### config.mk
export PLATFORM = sky130hd
export DESIGN_NAME = rxecrc_check
export DESIGN_NICKNAME = d
export VERILOG_FILES = /design/src/rtl/rxecrc_check.sv
export SDC_FILE = /design/constraint.sdc
export NUM_CORES = 1
export LEC_CHECK = 0
export ABC_AREA = 1
export ABC_CLOCK_PERIOD_IN_PS = 2200
export CORE_MARGIN = 2
export CORE_UTILIZATION = 56
export CTS_CLUSTER_SIZE = 40
export DETAILED_ROUTE_END_ITERATION = 10
export PLACE_DENSITY = 0.8
export SYNTH_ARGS = -nofsm -noshare
export SYNTH_HDL_FRONTEND = slang
export SYNTH_SLANG_ARGS = --single-unit
### constraint.sdc
create_clock -name i_clk -period 2.2 [get_ports i_clk]
set_input_delay 0.66 -clock i_clk [delete_from_list [all_inputs] [get_ports i_clk]]
set_output_delay 0.66 -clock i_clk [all_outputs]
set_load 0.02 [all_outputs]
### src/rtl/rxecrc_check.sv
// ============================================================================
// Module   : rxecrc_check
// Purpose  : Receive-side CRC-32 checker for a nibble stream (low nibble
//            first). Runs the reflected CRC-32 over every nibble of a frame,
//            FCS included, and compares the residue at end of frame.
//            Optionally strips the 8 trailing FCS nibbles by delaying the
//            data through an 8-deep nibble shift register.
// Ports    : i_clk       system clock (posedge)
//            i_areset_n  asynchronous active-low reset
//            i_ce        nibble-rate enable
//            i_en        1: check (and strip), 0: transparent pass
//            i_cancel    abort current frame
//            i_v / i_d   input nibble valid / data
//            o_v / o_d   output nibble valid / data
//            o_err       CRC or runt error of last completed frame
// Revision : 1.0  initial release
// ============================================================================
`default_nettype none

module rxecrc_check #(
   parameter bit          OPT_STRIP   = 1'b1,
   parameter logic [31:0] CRC_POLY    = 32'hedb88320,
   parameter logic [31:0] CRC_RESIDUE = 32'hdebb20e3
) (
   input  logic       i_clk,
   input  logic       i_areset_n,
   input  logic       i_ce,
   input  logic       i_en,
   input  logic       i_cancel,
   input  logic       i_v,
   input  logic [3:0] i_d,
   output logic       o_v,
   output logic [3:0] o_d,
   output logic       o_err
);

   typedef enum logic [1:0] {
      IDLE = 2'd0,
      FILL = 2'd1,
      RUN  = 2'd2
   } state_t;

   state_t      state, state_next;
   logic [31:0] crc;
   logic [3:0]  fill_cnt;
   logic [3:0]  dline [0:7];
   logic        frame_en;

   // A nibble counts only when it is not discarded by a same-cycle cancel.
   logic nib_in, frame_start, frame_end, en_cur, strip_mode;

   assign nib_in      = i_v && !i_cancel;
   assign frame_start = (state == IDLE) && nib_in;
   assign frame_end   = (state != IDLE) && !i_v && !i_cancel;
   // i_en is only looked at on the first nibble; it is latched for the frame.
   assign en_cur      = frame_start ? i_en : frame_en;
   assign strip_mode  = OPT_STRIP && en_cur;

   // Nibble-at-a-time reflected update. With the low 5 bits of the polynomial
   // zero, each set bit b of x contributes the polynomial shifted 3-b places
   // with no further feedback, so the bit terms can simply be XORed together.
   function automatic logic [31:0] crc_nib(input logic [31:0] c, input logic [3:0] d);
      logic [3:0]  x;
      logic [31:0] r;
      x = c[3:0] ^ d;
      r = {4'h0, c[31:4]};
      for (int b = 0; b < 4; b++) begin
         if (x[b]) r = r ^ (CRC_POLY >> (3 - b));
      end
      return r;
   endfunction

   always_ff @(posedge i_clk or negedge i_areset_n) begin
      if (!i_areset_n) begin
         state <= IDLE;
      end else if (i_ce) begin
         state <= state_next;
      end
   end

   always_comb begin
      state_next = state;
      case (state)
         IDLE: if (nib_in) state_next = FILL;
         FILL: begin
            if (i_cancel || !i_v)       state_next = IDLE;
            else if (fill_cnt == 4'd7)  state_next = RUN;
         end
         RUN:  if (i_cancel || !i_v)    state_next = IDLE;
         default: state_next = IDLE;
      endcase
   end

   always_ff @(posedge i_clk or negedge i_areset_n) begin
      if (!i_areset_n) begin
         crc      <= 32'hffffffff;
         fill_cnt <= 4'd0;
         frame_en <= 1'b0;
         o_v      <= 1'b0;
         o_d      <= 4'h0;
         o_err    <= 1'b0;
         for (int i = 0; i < 8; i++) dline[i] <= 4'h0;
      end else if (i_ce) begin
         if (i_cancel) begin
            crc      <= 32'hffffffff;
            fill_cnt <= 4'd0;
            o_v      <= 1'b0;
            o_err    <= 1'b0;
         end else if (i_v) begin
            crc      <= crc_nib(crc, i_d);
            fill_cnt <= (fill_cnt == 4'd8) ? 4'd8 : fill_cnt + 4'd1;
            dline[0] <= i_d;
            for (int i = 1; i < 8; i++) dline[i] <= dline[i-1];
            if (frame_start) begin
               frame_en <= i_en;
               o_err    <= 1'b0;
            end
            if (strip_mode) begin
               // Once 8 nibbles are held, each new arrival pushes out the
               // oldest; the final 8 (the FCS) stay behind and are dropped.
               o_v <= (fill_cnt == 4'd8);
               if (fill_cnt == 4'd8) o_d <= dline[7];
            end else begin
               o_v <= 1'b1;
               o_d <= i_d;
            end
         end else begin
            o_v <= 1'b0;
            if (frame_end) begin
               if (frame_en) o_err <= (crc != CRC_RESIDUE) || (fill_cnt < 4'd8);
               crc      <= 32'hffffffff;
               fill_cnt <= 4'd0;
            end
         end
      end
   end

endmodule

`default_nettype wire

==> results.md, run 1 <==
- Status: completed
- Most instantiated cells after synthesis: 173 x nand2_1, 55 x inv_1, 45 x dfrtp_1
- Main combinational cell family by area after synthesis: simple AND/OR/NAND/NOR gates
- Footprint of the multi-input gates: roughly 1600 sq um
- Internal power: 2.722 mW
- Via density per instance: about 5.2
- Setup Viol. Count Final: 0
- Synthesized cell area: roughly 4000 sq um
- Largest stage delay, worst path: 0.60 ns
- Initial antenna violation count: 0
- Worst EP required: ~1.5 ns
- MaxCap Viol Count: 0
- Total GRT Usage: between 20% and 30%
- PostCTS Resize Cnt: 0
- Slew Limit Headroom: about four fifths
- 1st-iter DRT viols: 346
- Overflow after GRT: 0
- Via count: 3257
- Buffers & Inverters on Critical Path: 1
- FILL cells: approximately 560
- Cell area after layout: 4543 sq um
- Syn Inst Count: about 500
- Slew @ Worst Pin: ~0.32 ns
- Critical-path cell list: clkdlybuf4s50_1
- Mux cell area share after synthesis: 0%
- Placed Area: approximately 4300 sq um
- TritonCTS clock tree: done
- Clock tree buffer depth: 2
- Die Height: just under 90 microns
- Leakage: between 2 and 2.5 nW
- Met3 usage: between 5 and 6%
- Layout Area Growth over Synthesis: 13.68%
- R2r startpoint: crc[2]$_DFFE_PN1P_
- Startpoint type of the worst setup path: flop
- Synth Area in Adders: less than 1%
- Worst path slowest cell: clkdlybuf4s50_1
- Switching Share: ~34%
- Setup crit end kind: primary output
- Comb pwr share: roughly a quarter
- Clock Latency Late Sink: 0.36 ns
- Synth warn: 0
- Share of cells above drive strength 1: about a fifth
- PortBufs: 15
- Hold WC Path Type: input port to asynchronous set/reset pin
- Met2 Use GR: 38.76%
- CTS clk-pin slew, worst paths: around 0.10 ns
- Row count: 30
- Crit Path Category: flop to primary output
- Residual DRC: 0
- Antenna Cells: 0
- Flop pwr share: 46.7%
- CTS Sinks: just under 80
- Post-synthesis compound-gate area fraction: about a tenth
- Routability Congestion: between 0.9 and 1
- Syn Area/Cell: roughly 8 sq um
- Hpwl dp: 5857 microns
- Number of flops mapped to enable cells by yosys: 0
- GRT met1 Usage: around a third
- Fmax achieved: about 500 MHz
- DRT Pass-1 Iters: 5
- Num CTS Buffers: 9
- FF+latch count, synth: 77
- Family with the most delay on the worst path: buffers and inverters
- I/O Pins: 16
- Post-Synth Simple-Gate Area: between 20 and 30%
- Seq/Total Area, Yosys: between 40% and 50%
- Final Hold Vio Count: 0
- Core area: between 6000 and 7000 sq um
- Unrepaired setup endpoints after global routing: no
- Top cell type's share of synthesized area: ~28%
- FF-to-FF setup slack: approximately 0.67 ns
- Final WL: 8509 microns
- Fin crit share: around nine tenths
- Starting density of the core: 58.50%
- Global-route wire length before repair: between 10000 and 15000 microns
- Terminus of the critical flop-to-flop path: crc[26]$_DFFE_PN1P_
- Register area: 1967 sq um
- Synthesized Nets: about 500
- Post-CTS Setup Bufs: 0
- Arr. time, crit path: around 1.3 ns
- Die ar.: between 7000 and 8000 sq um
- Most used DFF post-synth: dfrtp_1
- Root buffer cell: clkbuf_8
- P_sw: between 1 and 1.5 mW
- Total Neg Setup Slack: 0 ns
- CTS Hold Bufs: 0
- Pins Over Slew Limit: 0
- Leading cell types by total area after synthesis: dfrtp_1 28%, dfstp_2 21%, nand2_1 16%
- Routed wire length per instance: between 10 and 15 microns
- H-tree depth: 3
- Antenna viol nets, final: 0
- FFs w/ async S/R, synth: 100.0%
- Number of global-route vias before repair: between 3000 and 4000
- Post-synth cell types: 33
- Yosys top cell by area: dfrtp_1
- XOR/XNOR Fraction of Synth Area: 2.786%
- Clock power frac: 27.7%
- Power density cells: 913.0 nW/um^2
- Die X: 88.48 microns
- Crit path max fanout: 2
- Setup Skew: roughly 0.01 ns
- Final Critical Period: roughly 2.0 ns
- Largest net degree at the start of global routing: 37
- Max IR drop VDD: roughly 0.36 mV
- Busiest layer in global routing: met2
- Most common cell in the netlist: nand2_1
- # nets final: 534
- R2R depth: 7
==> registers in the layout (all words and copies together), names as in the netlist <==
register / cells
o_d: 4
fill_cnt: 4
frame_en: 1
dline: 32
o_err: 1
state: 2
o_v: 1
crc: 32
==> cell families (layout without fill, tap and decap cells) <==
family / after synthesis / after routing
compound gates: 70 / 70
xor+xnor: 11 / 11
fa+ha+maj: 2 / 2
buf+inv: 80 / 116
flops: 77 / 77
simple gates: 251 / 251
==> cell usage in the layout (no fill, tap or decap), types with 7 or more instances in the layout <==
cell type        netlist  layout
clkdlybuf4s50_1        0      14
nand2_2                7       7
nand3_1               24      24
o21ai_1               24      24
dfstp_2               32      32
xor2_1                 9       9
buf_4                  1      16
nand2_1              173     173
dfrtp_1               45      45
clkbuf_8               0       9
o21ai_0               14      14
nor2_1                23      23
a21oi_1               15      15
inv_1                 55      55
inv_2                 10      10
==> worst max path at each step <==
stage	end	start	slack, ns	cells after the start
final	o_d[0]	o_d[0]$_DFFE_PN0P_	0.21	1
after global routing	o_d[2]	o_d[2]$_DFFE_PN0P_	0.16	1
after CTS	o_d[2]	o_d[2]$_DFFE_PN0P_	0.19	1
after detailed placement	crc[26]$_DFFE_PN1P_	i_d[2]	-0.04	8
after global placement	crc[5]$_DFFE_PN1P_	i_d[0]	0.05	9
after floorplan	dline[11]$_DFFE_PN0P_	i_v	0.68	9
==> per-layer routing <==
layer / vias to the layer above / wire length [microns]
met5: - / 0
met4: 0 / 188
met3: 17 / 503
met2: 101 / 4107
met1: 1530 / 3708
li1: 1609 / -
==> stage by stage <==
step	util (%)	hold WS [ns]	setup slack, ns	instances	total power [mW]
2_1_floorplan	-	0.3644	0.6772	491	2.642
3_3_place_gp	63.41	0.4529	0.05210	607	2.953
3_5_place_dp	63.41	0.4584	-0.03558	607	3.007
4_1_cts	66.50	0.1781	0.1918	623	4.166
5_1_grt	66.50	0.1804	0.1596	623	4.402
6_report	66.50	0.1768	0.2083	623	4.148
==> power groups by stage <==
stage | clock network (mW) | registers (mW) | logic (mW)
2_1_floorplan | 0 | 1.96 | 0.680
3_3_place_gp | 0 | 1.94 | 1.01
3_5_place_dp | 0 | 1.96 | 1.05
4_1_cts | 1.17 | 1.93 | 1.06
5_1_grt | 1.23 | 1.97 | 1.20
6_report | 1.15 | 1.94 | 1.06
==> cell type report <==
class                           instances  area share, %
Inverter                               65          5.370
Timing Repair Buffer                   35          7.932
Sequential cell                        77          43.29
Tap cell                               96          2.644
Multi-Input combinational cell        334          36.11
Clock buffer                            9          2.727
Clock inverter                          7          1.928
Power figures use the tool's default switching activity.
==> run 2: changes to the inputs <==
Settings changed: CELL_PAD_IN_SITES_DETAIL_PLACEMENT from default to 0, CELL_PAD_IN_SITES_GLOBAL_PLACEMENT from default to 1, CORE_UTILIZATION 56 to 49, PLACE_DENSITY 0.8 to 0.9, SLEW_MARGIN from default to 30.
==> run 2 against run 1 <==
Non-clock buffer count fell by 1. Fmax rose by 0.35%. Sequential cell count did not move. Worst setup slack improved by 0.0070 ns. Die area rose by 14%. Critical endpoint is now o_d[1]. Critical path depth did not move.
==> results.md, run 2 (synthesis results as in run 1) <==
- Commonest non-fill, non-tap cells in the layout: 173 x nand2_1, 55 x inv_1, 45 x dfrtp_1
- Worst path slowest cell: clkdlybuf4s50_1
- CTS Hold Bufs: 0
- Hpwl dp: between 5000 and 6000 microns
- Starting density of the core: ~50%
- Die X: about 94 microns
- PostCTS Resize Cnt: 0
- Hold WC Path Type: input port to asynchronous set/reset pin
- Largest net degree at the start of global routing: between 40 and 50
- Met2 Use GR: roughly a third
- Routability Congestion: a little over 0.8
- TritonCTS clock tree: done
- R2r startpoint: crc[3]$_DFFE_PN1P_
- Slew @ Worst Pin: about 0.32 ns
- Largest stage delay, worst path: ~0.60 ns
- Fin crit share: 90.21%
- Top flop regs: crc x32, dline x32
- Die ar.: 8894 sq um
- Power density cells: roughly 900 nW/um^2
- Final Critical Period: 1.985 ns
- I/O Pins: 16
- Total GRT Usage: around a fifth
- H-tree depth: 3
- GRT met1 Usage: about 29%
- Startpoint type of the worst setup path: flop
- Via density per instance: between 5 and 6
- Number of global-route vias before repair: around 3100
- Layout Area Growth over Synthesis: 13.09%
- Critical-path cell list: clkdlybuf4s50_1
- Arr. time, crit path: about 1.3 ns
- Crit path max fanout: 2
- Max IR drop VDD: 0.3238 mV
- Antenna Cells: 0
- Clock Latency Late Sink: 0.36 ns
- Antenna viol nets, final: 0
- CTS clk-pin slew, worst paths: approximately 0.10 ns
- Root buffer cell: clkbuf_8
- Setup Viol. Count Final: 0
- Busiest layer in global routing: met2
- Crit Path Category: flop to primary output
- Non-Filler Instances: around 630
- Buffers & Inverters on Critical Path: 1
- Setup crit end kind: primary output
- Fmax achieved: 503.8 MHz
- 1st-iter DRT viols: just under 200
- Unrepaired setup endpoints after global routing: no
- Family with the most delay on the worst path: buffers and inverters
- Total Neg Setup Slack: 0 ns
- Total power: ~4.1 mW
- DRT Pass-1 Iters: 4
- Placed Cells: ~610
- PortBufs: 15
- CP startpoint: o_d[1]$_DFFE_PN0P_
- Status: completed
- WHS: approximately 0.12 ns
- MaxCap Viol Count: 0
- Via count: ~3100
- Pins Over Slew Limit: 0
- Most common cell after layout, fill and taps aside: nand2_1
- Setup Skew: 0.01308 ns
- Core area: slightly below 8000 sq um
- Overflow after GRT: 0
- Leakage: ~2.3 nW
- Routed wire length per instance: between 10 and 15 microns
- Row count: 32
- Global-route wire length before repair: roughly 15000 microns
- Worst EP required: about 1.5 ns
- Clock tree buffer depth: 2
- Die Height: roughly 94 microns
- Final WL: 8289 microns
- # nets final: between 500 and 600
- Final Hold Vio Count: 0
- Met3 usage: between 5 and 6%
- Post-CTS Setup Bufs: 0
- Slew Limit Headroom: 78.73%
- Share of cells above drive strength 1: 18.63%
- Residual DRC: 0
- Initial antenna violation count: 0
- Num CTS Buffers: 9
- CTS Sinks: 77
[run 2: cell count changes in the layout (fill, tap and decap cells not counted), sizes merged]
cell,change
buf,-1
bufinv,-1
inv,+1
[run 2: through the flow]
stage | instance area, sq um | setup slack (ns) | utilization, %
finish | 4519 | 0.2153 | 57.88
global route | 4519 | 0.1533 | 57.88
CTS | 4519 | 0.1875 | 57.88
detailed placement | 4319 | 0.01029 | 55.32
global placement | 4319 | 0.05461 | 55.32
floorplan | 3996 | 0.6772 | -
[run 2: worst paths after layout]
path                                         end  slack, ns  cells past startpoint
max reg2reg                  crc[23]$_DFFE_PN1P_       0.69                      7
min reg2reg                dline[19]$_DFFE_PN0P_       0.48                      2
max                                       o_d[1]       0.22                      1
min                         dline[8]$_DFFE_PN0P_       0.12                      1
max in group asynchronous    crc[22]$_DFFE_PN1P_       1.46                      2
min in group i_clk         dline[19]$_DFFE_PN0P_       0.48                      2
[run 2: layer usage]
metal | vias up | wire length, microns
met1 | 1481 | 4026
met4 | 0 | 110
met5 | - | 0
met2 | 57 | 3791
met3 | 11 | 360
li1 | 1597 | -
[run 2: layout make-up]
type | instances | area, sq um
repair buffers | 34 | 340.3
inverters | 65 | 244.0
well taps | 102 | 127.6
multi-input cells | 334 | 1640
fillers | 730 | 3288
flip-flops and latches | 77 | 1967
clock inverters | 7 | 76.32
clock buffers | 9 | 123.9
[run 2: where the power goes]
group          switching, mW  internal (mW)  total, mW
combinational          0.628          0.418       1.05
clock                  0.629          0.455       1.08
sequential             0.185           1.74       1.93
